==> config.mk <==
export PLATFORM = sky130hd
export DESIGN_NAME = urv_dm_wb_bridge_flat
export DESIGN_NICKNAME = d
export VERILOG_FILES = /design/src/rtl/urv_dm_wb_bridge_if.sv /design/src/rtl/urv_dm_wb_bridge.sv /design/src/flat_wrapper.sv
export SDC_FILE = /design/constraint.sdc
export NUM_CORES = 1
export LEC_CHECK = 0
export BUFFER_PORTS_ARGS = -buffer_cell sky130_fd_sc_hd__buf_2
export CORE_MARGIN = 5
export CORE_UTILIZATION = 35
export DETAILED_ROUTE_END_ITERATION = 16
export PLACE_DENSITY = 0.71
export SYNTH_ARGS = -nofsm -noshare
export SYNTH_HDL_FRONTEND = slang
export SYNTH_SLANG_ARGS = --single-unit
export TNS_END_PERCENT = 100
==> constraint.sdc <==
create_clock -name clk_i -period 1.7 [get_ports clk_i]
set_clock_uncertainty 0.2 [all_clocks]
set_input_delay 0.34 -clock clk_i [delete_from_list [all_inputs] [get_ports clk_i]]
set_output_delay 0.34 -clock clk_i [all_outputs]
set_load 0.005 [all_outputs]
==> src/rtl/urv_dm_wb_bridge_if.sv <==
// Core data-memory request port plus Wishbone classic master signals.
// slave = bridge view, master = core/bus-slave view.
interface urv_dm_wb_bridge_if;
  logic [31:0] dm_addr_i;
  logic [31:0] dm_data_s_i;
  logic [3:0]  dm_data_select_i;
  logic        dm_load_i;
  logic        dm_store_i;
  logic        dm_ready_o;
  logic [31:0] dm_data_l_o;
  logic        dm_load_done_o;
  logic        dm_store_done_o;
  logic        dm_bus_error_o;
  logic [31:0] wb_adr_o;
  logic [31:0] wb_dat_o;
  logic [3:0]  wb_sel_o;
  logic        wb_we_o;
  logic        wb_cyc_o;
  logic        wb_stb_o;
  logic [31:0] wb_dat_i;
  logic        wb_ack_i;
  logic        wb_err_i;

  modport slave (
    input  dm_addr_i, dm_data_s_i, dm_data_select_i,
    input  dm_load_i, dm_store_i,
    output dm_ready_o, dm_data_l_o,
    output dm_load_done_o, dm_store_done_o, dm_bus_error_o,
    output wb_adr_o, wb_dat_o, wb_sel_o,
    output wb_we_o, wb_cyc_o, wb_stb_o,
    input  wb_dat_i, wb_ack_i, wb_err_i
  );

  modport master (
    output dm_addr_i, dm_data_s_i, dm_data_select_i,
    output dm_load_i, dm_store_i,
    input  dm_ready_o, dm_data_l_o,
    input  dm_load_done_o, dm_store_done_o, dm_bus_error_o,
    input  wb_adr_o, wb_dat_o, wb_sel_o,
    input  wb_we_o, wb_cyc_o, wb_stb_o,
    output wb_dat_i, wb_ack_i, wb_err_i
  );
endinterface

==> src/rtl/urv_dm_wb_bridge.sv <==
// Data-memory request to Wishbone classic bridge, one bus cycle per request.
// Optional bus timeout enabled by defining URV_DM_WB_TIMEOUT_EN.
module urv_dm_wb_bridge #(
  parameter int unsigned TIMEOUT_CYCLES = 255
) (
  input logic clk_i,
  input logic rst_i,
  urv_dm_wb_bridge_if.slave bus
);

  typedef enum logic [1:0] {
    S_IDLE,
    S_BUS,
    S_DONE
  } state_t;

  if (TIMEOUT_CYCLES < 1 || TIMEOUT_CYCLES > 65535) begin : g_bad_cfg
    $error("TIMEOUT_CYCLES out of range 1..65535");
  end

  state_t      r_state;
  state_t      w_state_nxt;
  logic        r_ready;
  logic [31:0] r_data_l;
  logic        r_load_done;
  logic        r_store_done;
  logic        r_bus_err;
  logic [31:0] r_adr;
  logic [31:0] r_dat;
  logic [3:0]  r_sel;
  logic        r_we;
  logic        r_cyc;
  logic        r_stb;

  logic        w_ready;
  logic [31:0] w_data_l;
  logic        w_load_done;
  logic        w_store_done;
  logic        w_bus_err;
  logic [31:0] w_adr;
  logic [31:0] w_dat;
  logic [3:0]  w_sel;
  logic        w_we;
  logic        w_cyc;
  logic        w_stb;

  logic w_req;
  logic w_end;
  logic w_to;

  assign w_req = bus.dm_load_i | bus.dm_store_i;

`ifdef URV_DM_WB_TIMEOUT_EN
  logic [15:0] r_cnt;
  logic [15:0] w_cnt_nxt;

  assign w_to = (r_cnt == 16'(TIMEOUT_CYCLES - 1))
              & ~bus.wb_ack_i & ~bus.wb_err_i;

  always_comb begin
    w_cnt_nxt = r_cnt;
    if (r_state == S_BUS) w_cnt_nxt = r_cnt + 16'd1;
    else if (w_req)       w_cnt_nxt = 16'd0;
  end

  always_ff @(posedge clk_i) begin
    if (rst_i) r_cnt <= 16'd0;
    else       r_cnt <= w_cnt_nxt;
  end
`else
  assign w_to = 1'b0;
`endif

  assign w_end = bus.wb_ack_i | bus.wb_err_i | w_to;

  always_ff @(posedge clk_i) begin
    if (rst_i) begin
      r_state      <= S_IDLE;
      r_ready      <= 1'b1;
      r_data_l     <= '0;
      r_load_done  <= 1'b0;
      r_store_done <= 1'b0;
      r_bus_err    <= 1'b0;
      r_adr        <= '0;
      r_dat        <= '0;
      r_sel        <= '0;
      r_we         <= 1'b0;
      r_cyc        <= 1'b0;
      r_stb        <= 1'b0;
    end else begin
      r_state      <= w_state_nxt;
      r_ready      <= w_ready;
      r_data_l     <= w_data_l;
      r_load_done  <= w_load_done;
      r_store_done <= w_store_done;
      r_bus_err    <= w_bus_err;
      r_adr        <= w_adr;
      r_dat        <= w_dat;
      r_sel        <= w_sel;
      r_we         <= w_we;
      r_cyc        <= w_cyc;
      r_stb        <= w_stb;
    end
  end

  always_comb begin
    w_state_nxt = r_state;
    unique case (r_state)
      S_IDLE, S_DONE: w_state_nxt = w_req ? S_BUS : S_IDLE;
      S_BUS:          w_state_nxt = w_end ? S_DONE : S_BUS;
      default:        w_state_nxt = S_IDLE;
    endcase
  end

  // Next values of the registered outputs.
  always_comb begin
    w_ready      = r_ready;
    w_data_l     = r_data_l;
    w_load_done  = 1'b0;
    w_store_done = 1'b0;
    w_bus_err    = 1'b0;
    w_adr        = r_adr;
    w_dat        = r_dat;
    w_sel        = r_sel;
    w_we         = r_we;
    w_cyc        = r_cyc;
    w_stb        = r_stb;
    unique case (r_state)
      S_IDLE, S_DONE: begin
        w_ready = ~w_req;
        w_cyc   = w_req;
        w_stb   = w_req;
        if (w_req) begin
          w_adr = bus.dm_addr_i & 32'hFFFF_FFFC;
          w_dat = bus.dm_data_s_i;
          w_sel = bus.dm_data_select_i;
          w_we  = bus.dm_store_i;
        end
      end
      S_BUS: begin
        if (w_end) begin
          w_ready      = 1'b1;
          w_cyc        = 1'b0;
          w_stb        = 1'b0;
          w_load_done  = ~r_we;
          w_store_done = r_we;
          w_bus_err    = bus.wb_err_i | w_to;
          if (!r_we && bus.wb_ack_i && !bus.wb_err_i)
            w_data_l = bus.wb_dat_i;
          else if (!r_we && w_to)
            w_data_l = 32'hDEAD_BEEF;
        end
      end
      default: begin
        w_ready = 1'b1;
        w_cyc   = 1'b0;
        w_stb   = 1'b0;
      end
    endcase
  end

  assign bus.dm_ready_o      = r_ready;
  assign bus.dm_data_l_o     = r_data_l;
  assign bus.dm_load_done_o  = r_load_done;
  assign bus.dm_store_done_o = r_store_done;
  assign bus.dm_bus_error_o  = r_bus_err;
  assign bus.wb_adr_o        = r_adr;
  assign bus.wb_dat_o        = r_dat;
  assign bus.wb_sel_o        = r_sel;
  assign bus.wb_we_o         = r_we;
  assign bus.wb_cyc_o        = r_cyc;
  assign bus.wb_stb_o        = r_stb;

endmodule

==> src/flat_wrapper.sv <==
// flat-port wrapper written by rule: the top's interface ports become plain ports
module urv_dm_wb_bridge_flat 
#(
  parameter int unsigned TIMEOUT_CYCLES = 255
)
  (clk_i, rst_i, bus_dm_addr_i, bus_dm_data_s_i, bus_dm_data_select_i, bus_dm_load_i, bus_dm_store_i, bus_dm_ready_o, bus_dm_data_l_o, bus_dm_load_done_o, bus_dm_store_done_o, bus_dm_bus_error_o, bus_wb_adr_o, bus_wb_dat_o, bus_wb_sel_o, bus_wb_we_o, bus_wb_cyc_o, bus_wb_stb_o, bus_wb_dat_i, bus_wb_ack_i, bus_wb_err_i);
  urv_dm_wb_bridge_if bus_i ();
  input logic clk_i;
  input logic rst_i;
  input wire logic [$bits(bus_i.dm_addr_i)-1:0] bus_dm_addr_i;
  input wire logic [$bits(bus_i.dm_data_s_i)-1:0] bus_dm_data_s_i;
  input wire logic [$bits(bus_i.dm_data_select_i)-1:0] bus_dm_data_select_i;
  input wire logic [$bits(bus_i.dm_load_i)-1:0] bus_dm_load_i;
  input wire logic [$bits(bus_i.dm_store_i)-1:0] bus_dm_store_i;
  output wire logic [$bits(bus_i.dm_ready_o)-1:0] bus_dm_ready_o;
  output wire logic [$bits(bus_i.dm_data_l_o)-1:0] bus_dm_data_l_o;
  output wire logic [$bits(bus_i.dm_load_done_o)-1:0] bus_dm_load_done_o;
  output wire logic [$bits(bus_i.dm_store_done_o)-1:0] bus_dm_store_done_o;
  output wire logic [$bits(bus_i.dm_bus_error_o)-1:0] bus_dm_bus_error_o;
  output wire logic [$bits(bus_i.wb_adr_o)-1:0] bus_wb_adr_o;
  output wire logic [$bits(bus_i.wb_dat_o)-1:0] bus_wb_dat_o;
  output wire logic [$bits(bus_i.wb_sel_o)-1:0] bus_wb_sel_o;
  output wire logic [$bits(bus_i.wb_we_o)-1:0] bus_wb_we_o;
  output wire logic [$bits(bus_i.wb_cyc_o)-1:0] bus_wb_cyc_o;
  output wire logic [$bits(bus_i.wb_stb_o)-1:0] bus_wb_stb_o;
  input wire logic [$bits(bus_i.wb_dat_i)-1:0] bus_wb_dat_i;
  input wire logic [$bits(bus_i.wb_ack_i)-1:0] bus_wb_ack_i;
  input wire logic [$bits(bus_i.wb_err_i)-1:0] bus_wb_err_i;
  assign bus_i.dm_addr_i = bus_dm_addr_i;
  assign bus_i.dm_data_s_i = bus_dm_data_s_i;
  assign bus_i.dm_data_select_i = bus_dm_data_select_i;
  assign bus_i.dm_load_i = bus_dm_load_i;
  assign bus_i.dm_store_i = bus_dm_store_i;
  assign bus_dm_ready_o = bus_i.dm_ready_o;
  assign bus_dm_data_l_o = bus_i.dm_data_l_o;
  assign bus_dm_load_done_o = bus_i.dm_load_done_o;
  assign bus_dm_store_done_o = bus_i.dm_store_done_o;
  assign bus_dm_bus_error_o = bus_i.dm_bus_error_o;
  assign bus_wb_adr_o = bus_i.wb_adr_o;
  assign bus_wb_dat_o = bus_i.wb_dat_o;
  assign bus_wb_sel_o = bus_i.wb_sel_o;
  assign bus_wb_we_o = bus_i.wb_we_o;
  assign bus_wb_cyc_o = bus_i.wb_cyc_o;
  assign bus_wb_stb_o = bus_i.wb_stb_o;
  assign bus_i.wb_dat_i = bus_wb_dat_i;
  assign bus_i.wb_ack_i = bus_wb_ack_i;
  assign bus_i.wb_err_i = bus_wb_err_i;
  urv_dm_wb_bridge #(.TIMEOUT_CYCLES(TIMEOUT_CYCLES)) u_core (.clk_i(clk_i), .rst_i(rst_i), .bus(bus_i));
endmodule
# After elaboration in Yosys (flattened, before gate mapping)
# Index checks and enable logic that the tools add are counted.
# word_totals
register_bits,106
out_inout_bits,107
# classes
bitwise_logic,6
n_reduce_logical,9
n_mux,7
eq_ne,3
# ops
cell,n
$not A1 Y1,4
$pmux W1 S2,2
$pmux W2 S2,1
$mux W1,3
$reduce_and A3 Y1,1
$reduce_or A3 Y1,1
$eq A2 B1 Y1 const B,1
$eq A2 B2 Y1 const B,1
$logic_and A1 B1 Y1,2
$logic_not A1 Y1,2
$logic_not A2 Y1,1
$mux W2,1
$ne A2 B1 Y1 const B,1
$or A1 B1 Y1,2
$reduce_and A2 Y1,1
$reduce_or A2 Y1,1

# Depth between registers and ports, before layout
# Gate-level depths: netlist (run 1).
# depth
depth_word,4
ltp_mapped,6
depth_no_buf,3

# Worst setup path before layout (run 1)
# Ideal clock, no wire load.
# synth_path
path_type,reg2reg
from,register u_core.r_state[0]
to,register u_core.r_data_l[10] (netlist: u_core.bus.dm_data_l_o[10])
period_less_slack_ps,1536
stages_incl_launch_ff,5
required_ps,1428
n_path_buf,1
path_slack_ps,164
setup_ps,72
t_arrival_ps,1264
cell_sequence,dfxtp_1 > nand2b_4 > nor4b_4 > buf_6 > mux2i_1
# synth_via
elab_chain_len,2
# synth_lines
element,line,rtl
"start, declared",urv_dm_wb_bridge.sv:21,state_t r_state;
"start signal, assigned",urv_dm_wb_bridge.sv:91,r_state <= w_state_nxt;
$eq A2 B1 Y1,urv_dm_wb_bridge.sv:128,unique case (r_state)
$reduce_and A3 Y1 (no line),-,
"end signal, assigned",urv_dm_wb_bridge.sv:93,r_data_l <= w_data_l;
"end, declared",urv_dm_wb_bridge.sv:24,logic [31:0] r_data_l;
# No other way between the ends.
# A chain may end at the register's enable or synchronous reset.

# Final worst setup path (run 1)
# layout_path
from,register u_core.r_state[0]
to,register u_core.r_data_l[9] (netlist: u_core.bus.dm_data_l_o[9])
# The elaborated chain is that of the path after synthesis.

==> results of run 1 <==
cell usage in the layout, fill, tap and decap left out, drive strengths merged:
master	Yosys	layout
a21oi	68	68
and2	2	2
buf	15	218
bufinv	0	1
clkbuf	21	10
clkinv	0	4
clkinvlp	0	1
conb	1	2
dfxtp	106	106
mux2i	33	33
nand2	132	132
nand2b	66	66
nand4b	1	1
nor2	2	2
nor3	1	1
nor4	2	2
nor4b	1	1
o21ba	1	1
o21bai	2	2
flip-flops by register name, indices dropped and copies added (netlist names):
name                        count
u_core.bus.wb_dat_o            32
u_core.bus.dm_load_done_o       1
u_core.bus.wb_adr_o            30
u_core.bus.wb_we_o              1
u_core.bus.dm_ready_o           1
u_core.bus.dm_store_done_o      1
u_core.r_state                  2
u_core.bus.wb_sel_o             4
u_core.bus.dm_data_l_o         32
u_core.bus.dm_bus_error_o       1
u_core.bus.wb_stb_o             1
metal layers:
metal / global-route usage, % / share of wire [%] / wire, µm
met5: 0 / 0 / 0
met4: 8.10 / 2.7 / 286
met3: 3.80 / 7.4 / 784
met2: 27.5 / 52 / 5500
met1: 16.1 / 38 / 4060
worst min path at each step:
stage                            start                      end
4_1_cts            bus_dm_data_s_i[11]  u_core.bus.wb_dat_o[11]
3_3_place_gp    u_core.bus.wb_adr_o[9]   u_core.bus.wb_adr_o[9]
6_report             bus_dm_addr_i[12]  u_core.bus.wb_adr_o[12]
3_5_place_dp    u_core.bus.wb_adr_o[6]   u_core.bus.wb_adr_o[6]
2_1_floorplan  u_core.bus.wb_adr_o[10]  u_core.bus.wb_adr_o[10]
5_1_grt              bus_dm_addr_i[10]  u_core.bus.wb_adr_o[10]
worst max-delay path, delay by kind of cell (launching register included):
family | cells | cell delay, ns
muxes | 1 | 0.25
buffers and inverters | 1 | 0.28
DFF | 1 | 0.42
and+or+nand+nor | 2 | 0.41
cells by family after synthesis:
kind of cell	after synthesis	synth area share [%]
multiplexers	33	8.27
AND/OR/NAND/NOR	207	24.7
other	1	0.0939
AO/OA/AOI/OAI	71	9.24
buffers and inverters	36	4.57
flip-flops	106	53.1
power by group:
| part | total, mW | switching, mW | internal [mW] |
|---|---|---|---|
| Clock | 2.01 | 0.874 | 1.13 |
| Combinational | 0.722 | 0.366 | 0.356 |
| Sequential | 2.70 | 0.0716 | 2.63 |
layout make-up:
class                           count  area (µm²)  area share [%]
Timing Repair Buffer              218        1210            22.0
Sequential cell                   106        2120            38.6
Clock inverter                      6        57.6            1.05
Tap cell                          143         179            3.26
Clock buffer                       10         229            4.17
Multi-Input combinational cell    313        1700            30.9
timing repair:
item / CTS / global route
gates resized for setup: 0 / 0
setup endpoints to repair: 0 / 2
hold buffers: 0 / 0
==> results.py, run 1 <==
metrics = {
    "status": {
        "status": "completed",
    },
    "setup_path": {
        "crit_fanout": 32,
        "r2r_start": "u_core.r_state[0]",
        "r2r_cells": 4,
        "r2r_end": "u_core.bus.dm_data_l_o[9]",
        "worst_ep_required_time_ns": 1.76,
        "crit_type": "reg2reg",
        "cp_cell_sequence": "nand2b_4, nor4b_4, buf_12, mux2i_1",
        "critPathCapture": "u_core.bus.dm_data_l_o[9]",
        "critPathArrivalTime_ns": 1.70,
        "crit_start": "u_core.r_state[0]",
        "cp-end-kind": "register",
        "start_kind": "register",
        "crit_slowest_cell": "dfxtp_1",
        "reg2reg_slack_ns": 0.06,
        "critPathMaxStageDelay_ns": 0.42,
    },
    "synth": {
        "ys_seq_elements": 106,
        "yosysSeqAreaShare_pct": 53.1,
        "syn_area_um2": 3990,
        "ys_top_cells_by_area": "dfxtp_1 53%, nand2_1 12%, nand2b_1 10%",
        "yosysTopAreaCellShare_pct": 53.1,
        "avgSynthCellArea_um2": 8.80,
        "yosysWarnings": 0,
        "syn_inst": 454,
        "synth-main-ff-cell": "dfxtp_1",
        "synth_edf_count": 0,
        "yosys-top-cells-count": "132 x nand2_1, 106 x dfxtp_1, 68 x a21oi_1, 65 x nand2b_1, 33 x mux2i_1",
        "post-synth-top-count-cell": "nand2_1",
        "synth_async_sr_flop_share_pct": 0,
        "yosys.area.top_type": "dfxtp_1",
        "synth.distinct_cells": 20,
    },
    "route": {
        "drc": 0,
        "wire_per_inst_um": 13.4,
        "drt_iter0_markers": 187,
        "vias": 3624,
        "drtPass1Iterations": 4,
        "wl_mm": 10.6,
        "ant_nets": 0,
        "vias_per_cell": 4.55,
    },
    "finish": {
        "n_fill_cell": 1100,
        "final_util_pct": 48.5,
        "drive_gt1_share_pct": 36.3,
        "instances_no_fill": 796,
        "area_growth_pct": 37.6,
        "nNetsFinal": 754,
        "fin_area_um2": 5490,
        "diodes": 0,
    },
    "global_route": {
        "grt_pass1_wl_mm": 16.4,
        "antenna_found_initial": 0,
        "grt_max_degree": 65,
        "grtUsageTotal_pct": 15.2,
        "grt_overflow": 0,
        "grt_pass1_vias": 3525,
    },
    "place": {
        "place_inst": 780,
        "io_buffers": 208,
        "gp_congestion": 0.707,
        "preCtsSetupSlack_ns": 0.0625,
        "dpl.hpwl_mm": 8.04,
        "place_area_um2": 5210,
    },
    "cts": {
        "path_clk_slew_ns": 0.07,
        "cts_setup_buffers": 0,
        "cts_max_path_buffers": 2,
        "cts_max_level": 3,
        "clock_sinks": 106,
        "clock_latency_ns": 0.34,
        "root_buffer": "clkbuf_16",
        "cts_inserted_buffers": 9,
        "cts_tree": "yes",
    },
    "sta": {
        "timing.hold.ws_ns": 0.0316,
        "max_freq_mhz": 610,
        "drv_slew": 0,
        "final-hold-violation-count": 0,
        "fin_crit_ns": 1.64,
        "setup_tns_ns": 0,
        "fin_crit_sh_pct": 96.5,
        "setup_slack_ns": 0.0595,
        "setup_viol": 0,
        "rsz0062_at_grt": "yes",
    },
    "power_and_ir_drop": {
        "p_leak_nw": 2.59,
        "finalPower_mw": 5.43,
        "peakVddDrop_v": 0.000648,
        "power.density_nw_per_um2": 988,
    },
    "die": {
        "start_util_pct": 35.3,
        "core_area_um2": 11300,
        "rows": 39,
        "die_y_um": 117,
        "die_area_um2": 13600,
        "die_x_um": 117,
        "io_pins": 213,
    },
    "worst_hold_path": {
        "hold_class": "in2reg",
        "whs_path_depth": 3,
    },
    "run": {
        "drv_cap": 0,
    },
}
(Power assumes the default switching activity.)
==> run 2, diff against run 1 <==
--- a/config.mk
+++ b/config.mk
@@ -9,7 +9,10 @@
 export CORE_MARGIN = 5
 export CORE_UTILIZATION = 35
 export DETAILED_ROUTE_END_ITERATION = 16
+export MAX_ROUTING_LAYER = met4
 export PLACE_DENSITY = 0.71
+export RECOVER_POWER = 25
+export SKIP_LAST_GASP = 1
 export SYNTH_ARGS = -nofsm -noshare
 export SYNTH_HDL_FRONTEND = slang
 export SYNTH_SLANG_ARGS = --single-unit
==> run 2 against run 1 <==
Clock power about the same. Register-to-register slack about the same. Clock-buffer cell count unchanged. Final area down 0.75%. Largest power group unchanged.
==> results.py, run 2 (same netlist as run 1, synthesis figures left out) <==
metrics = {
    "status": {
        "status": "completed",
    },
    "place": {
        "io_buffers": 208,
        "place_inst": 780,
        "dpl.hpwl_mm": 8.04,
        "gp_congestion": 0.715,
        "place_area_um2": 5210,
    },
    "finish": {
        "fin_area_um2": 5450,
        "nNetsFinal": 754,
        "n_fill_cell": 1118,
        "final_cell_mix": "174 x buf_2, 132 x nand2_1, 106 x dfxtp_1, 68 x a21oi_1, 65 x nand2b_1",
        "diodes": 0,
        "drive_gt1_share_pct": 31.2,
        "final_util_pct": 48.2,
        "final_common_cell": "buf_2",
        "instances_no_fill": 796,
        "area_growth_pct": 36.5,
    },
    "cts": {
        "root_buffer": "clkbuf_16",
        "cts_inserted_buffers": 9,
        "cts_resized": 0,
        "clock_sinks": 106,
        "clock_latency_ns": 0.34,
        "cts_max_level": 3,
        "cts_hold_buffers": 0,
        "path_clk_slew_ns": 0.07,
        "cts_setup_buffers": 0,
        "cts_tree": "yes",
        "cts_max_path_buffers": 2,
    },
    "worst_hold_path": {
        "hold_class": "in2reg",
        "min-delay-start": "bus_dm_addr_i[18]",
        "whs_path_depth": 3,
        "hold_path_end": "u_core.bus.wb_adr_o[18]",
    },
    "sta": {
        "max_freq_mhz": 610,
        "final-hold-violation-count": 0,
        "drv_slew": 0,
        "fin_crit_sh_pct": 96.4,
        "setup_tns_ns": 0,
        "setup_viol": 0,
        "rsz0062_at_grt": "yes",
        "fin_crit_ns": 1.64,
    },
    "global_route": {
        "grtUsageTotal_pct": 15.7,
        "antenna_found_initial": 0,
        "met2_usage_pct": 27.4,
        "grt_max_degree": 65,
        "grt_pass1_vias": 3523,
        "use_met3_pct": 2.62,
        "grt_overflow": 0,
        "grtUsageMet1_pct": 17.0,
        "grt-busiest-layer": "met2",
        "grt_pass1_wl_mm": 16.4,
    },
    "setup_path": {
        "critPathArrivalTime_ns": 1.70,
        "reg2reg_slack_ns": 0.06,
        "worst_ep_required_time_ns": 1.76,
        "start_kind": "register",
        "cp.buffers_inverters": 1,
        "crit_type": "reg2reg",
        "crit_fanout": 32,
        "cp_cell_sequence": "nand2b_4, nor4b_4, buf_12, mux2i_1",
        "r2r_end": "u_core.bus.dm_data_l_o[9]",
        "crit_slowest_cell": "dfxtp_1",
        "critPathMaxStageDelay_ns": 0.42,
        "r2r_start": "u_core.r_state[0]",
        "r2r_cells": 4,
        "cpLargestDelayFamily": "flip-flops",
        "cp-end-kind": "register",
    },
    "die": {
        "die_x_um": 117,
        "die_area_um2": 13600,
        "core_area_um2": 11300,
        "io_pins": 213,
        "die_y_um": 117,
        "rows": 39,
        "start_util_pct": 35.3,
    },
    "power_and_ir_drop": {
        "finalPower_mw": 5.42,
        "p_leak_nw": 2.46,
        "power.density_nw_per_um2": 994,
        "peakVddDrop_v": 0.000645,
    },
    "route": {
        "vias": 3649,
        "vias_per_cell": 4.58,
        "wire_per_inst_um": 13.4,
        "drtPass1Iterations": 4,
        "drt_iter0_markers": 180,
        "ant_nets": 0,
        "wl_mm": 10.7,
        "drc": 0,
    },
    "run": {
        "drv_cap": 0,
    },
}
## run 2: changes by cell type in the layout (fill, tap and decap cells not counted)
cell	previous run	this run
clkbuf_1	1	34
and2_1	2	0
and2_0	0	2
buf_2	207	174
## run 2: area by class of cell
cell class	count	area [µm²]	share of cell area (%)
clock buffer	10	229	4.20
clock inverter	6	57.6	1.06
tap	143	179	3.28
sequential	106	2120	38.9
timing repair buffer	218	1160	21.4
multi-input combinational	313	1700	31.2
## run 2: power by group
part           total [mW]  switching (mW)  internal, mW
clock                2.01           0.876          1.13
combinational       0.710           0.366         0.345
sequential           2.70          0.0734          2.63
total                5.42            1.32          4.10
## run 2: worst max-delay path by stage
| stage | startpoint | endpoint | depth (start not counted) |
|---|---|---|---|
| 2_1_floorplan | u_core.r_state[0] | u_core.bus.dm_data_l_o[10] | 4 |
| 3_3_place_gp | u_core.r_state[0] | u_core.bus.dm_data_l_o[1] | 4 |
| 4_1_cts | u_core.r_state[0] | u_core.bus.dm_data_l_o[26] | 4 |
| 6_report | u_core.r_state[0] | u_core.bus.dm_data_l_o[9] | 4 |
| 5_1_grt | u_core.r_state[0] | u_core.bus.dm_data_l_o[25] | 4 |
| 3_5_place_dp | u_core.r_state[0] | u_core.bus.dm_data_l_o[26] | 4 |
## run 2: per-layer routing
metal	vias to the layer above	wire length (µm)	share of wire, %
li1	1837	-	-
met1	1667	4280	40
met2	127	5500	51
met3	18	633	5.9
met4	0	287	2.7
met5	-	0	0
## run 2: per-stage QoR
stage	worst slack, ns	hold slack (ns)
after global placement	0.149	0.238
after global routing	-0.0195	0.0222
after detailed placement	0.0625	0.240
after CTS	0.0398	0.0116
after floorplan	0.164	0.253
final	0.0615	0.0295
## run 2: worst register-to-register path, cell delays in order, from the launching register on
cell      delay, ns
dfxtp_1        0.42
nand2b_4       0.10
nor4b_4        0.31
buf_12         0.28
mux2i_1        0.26
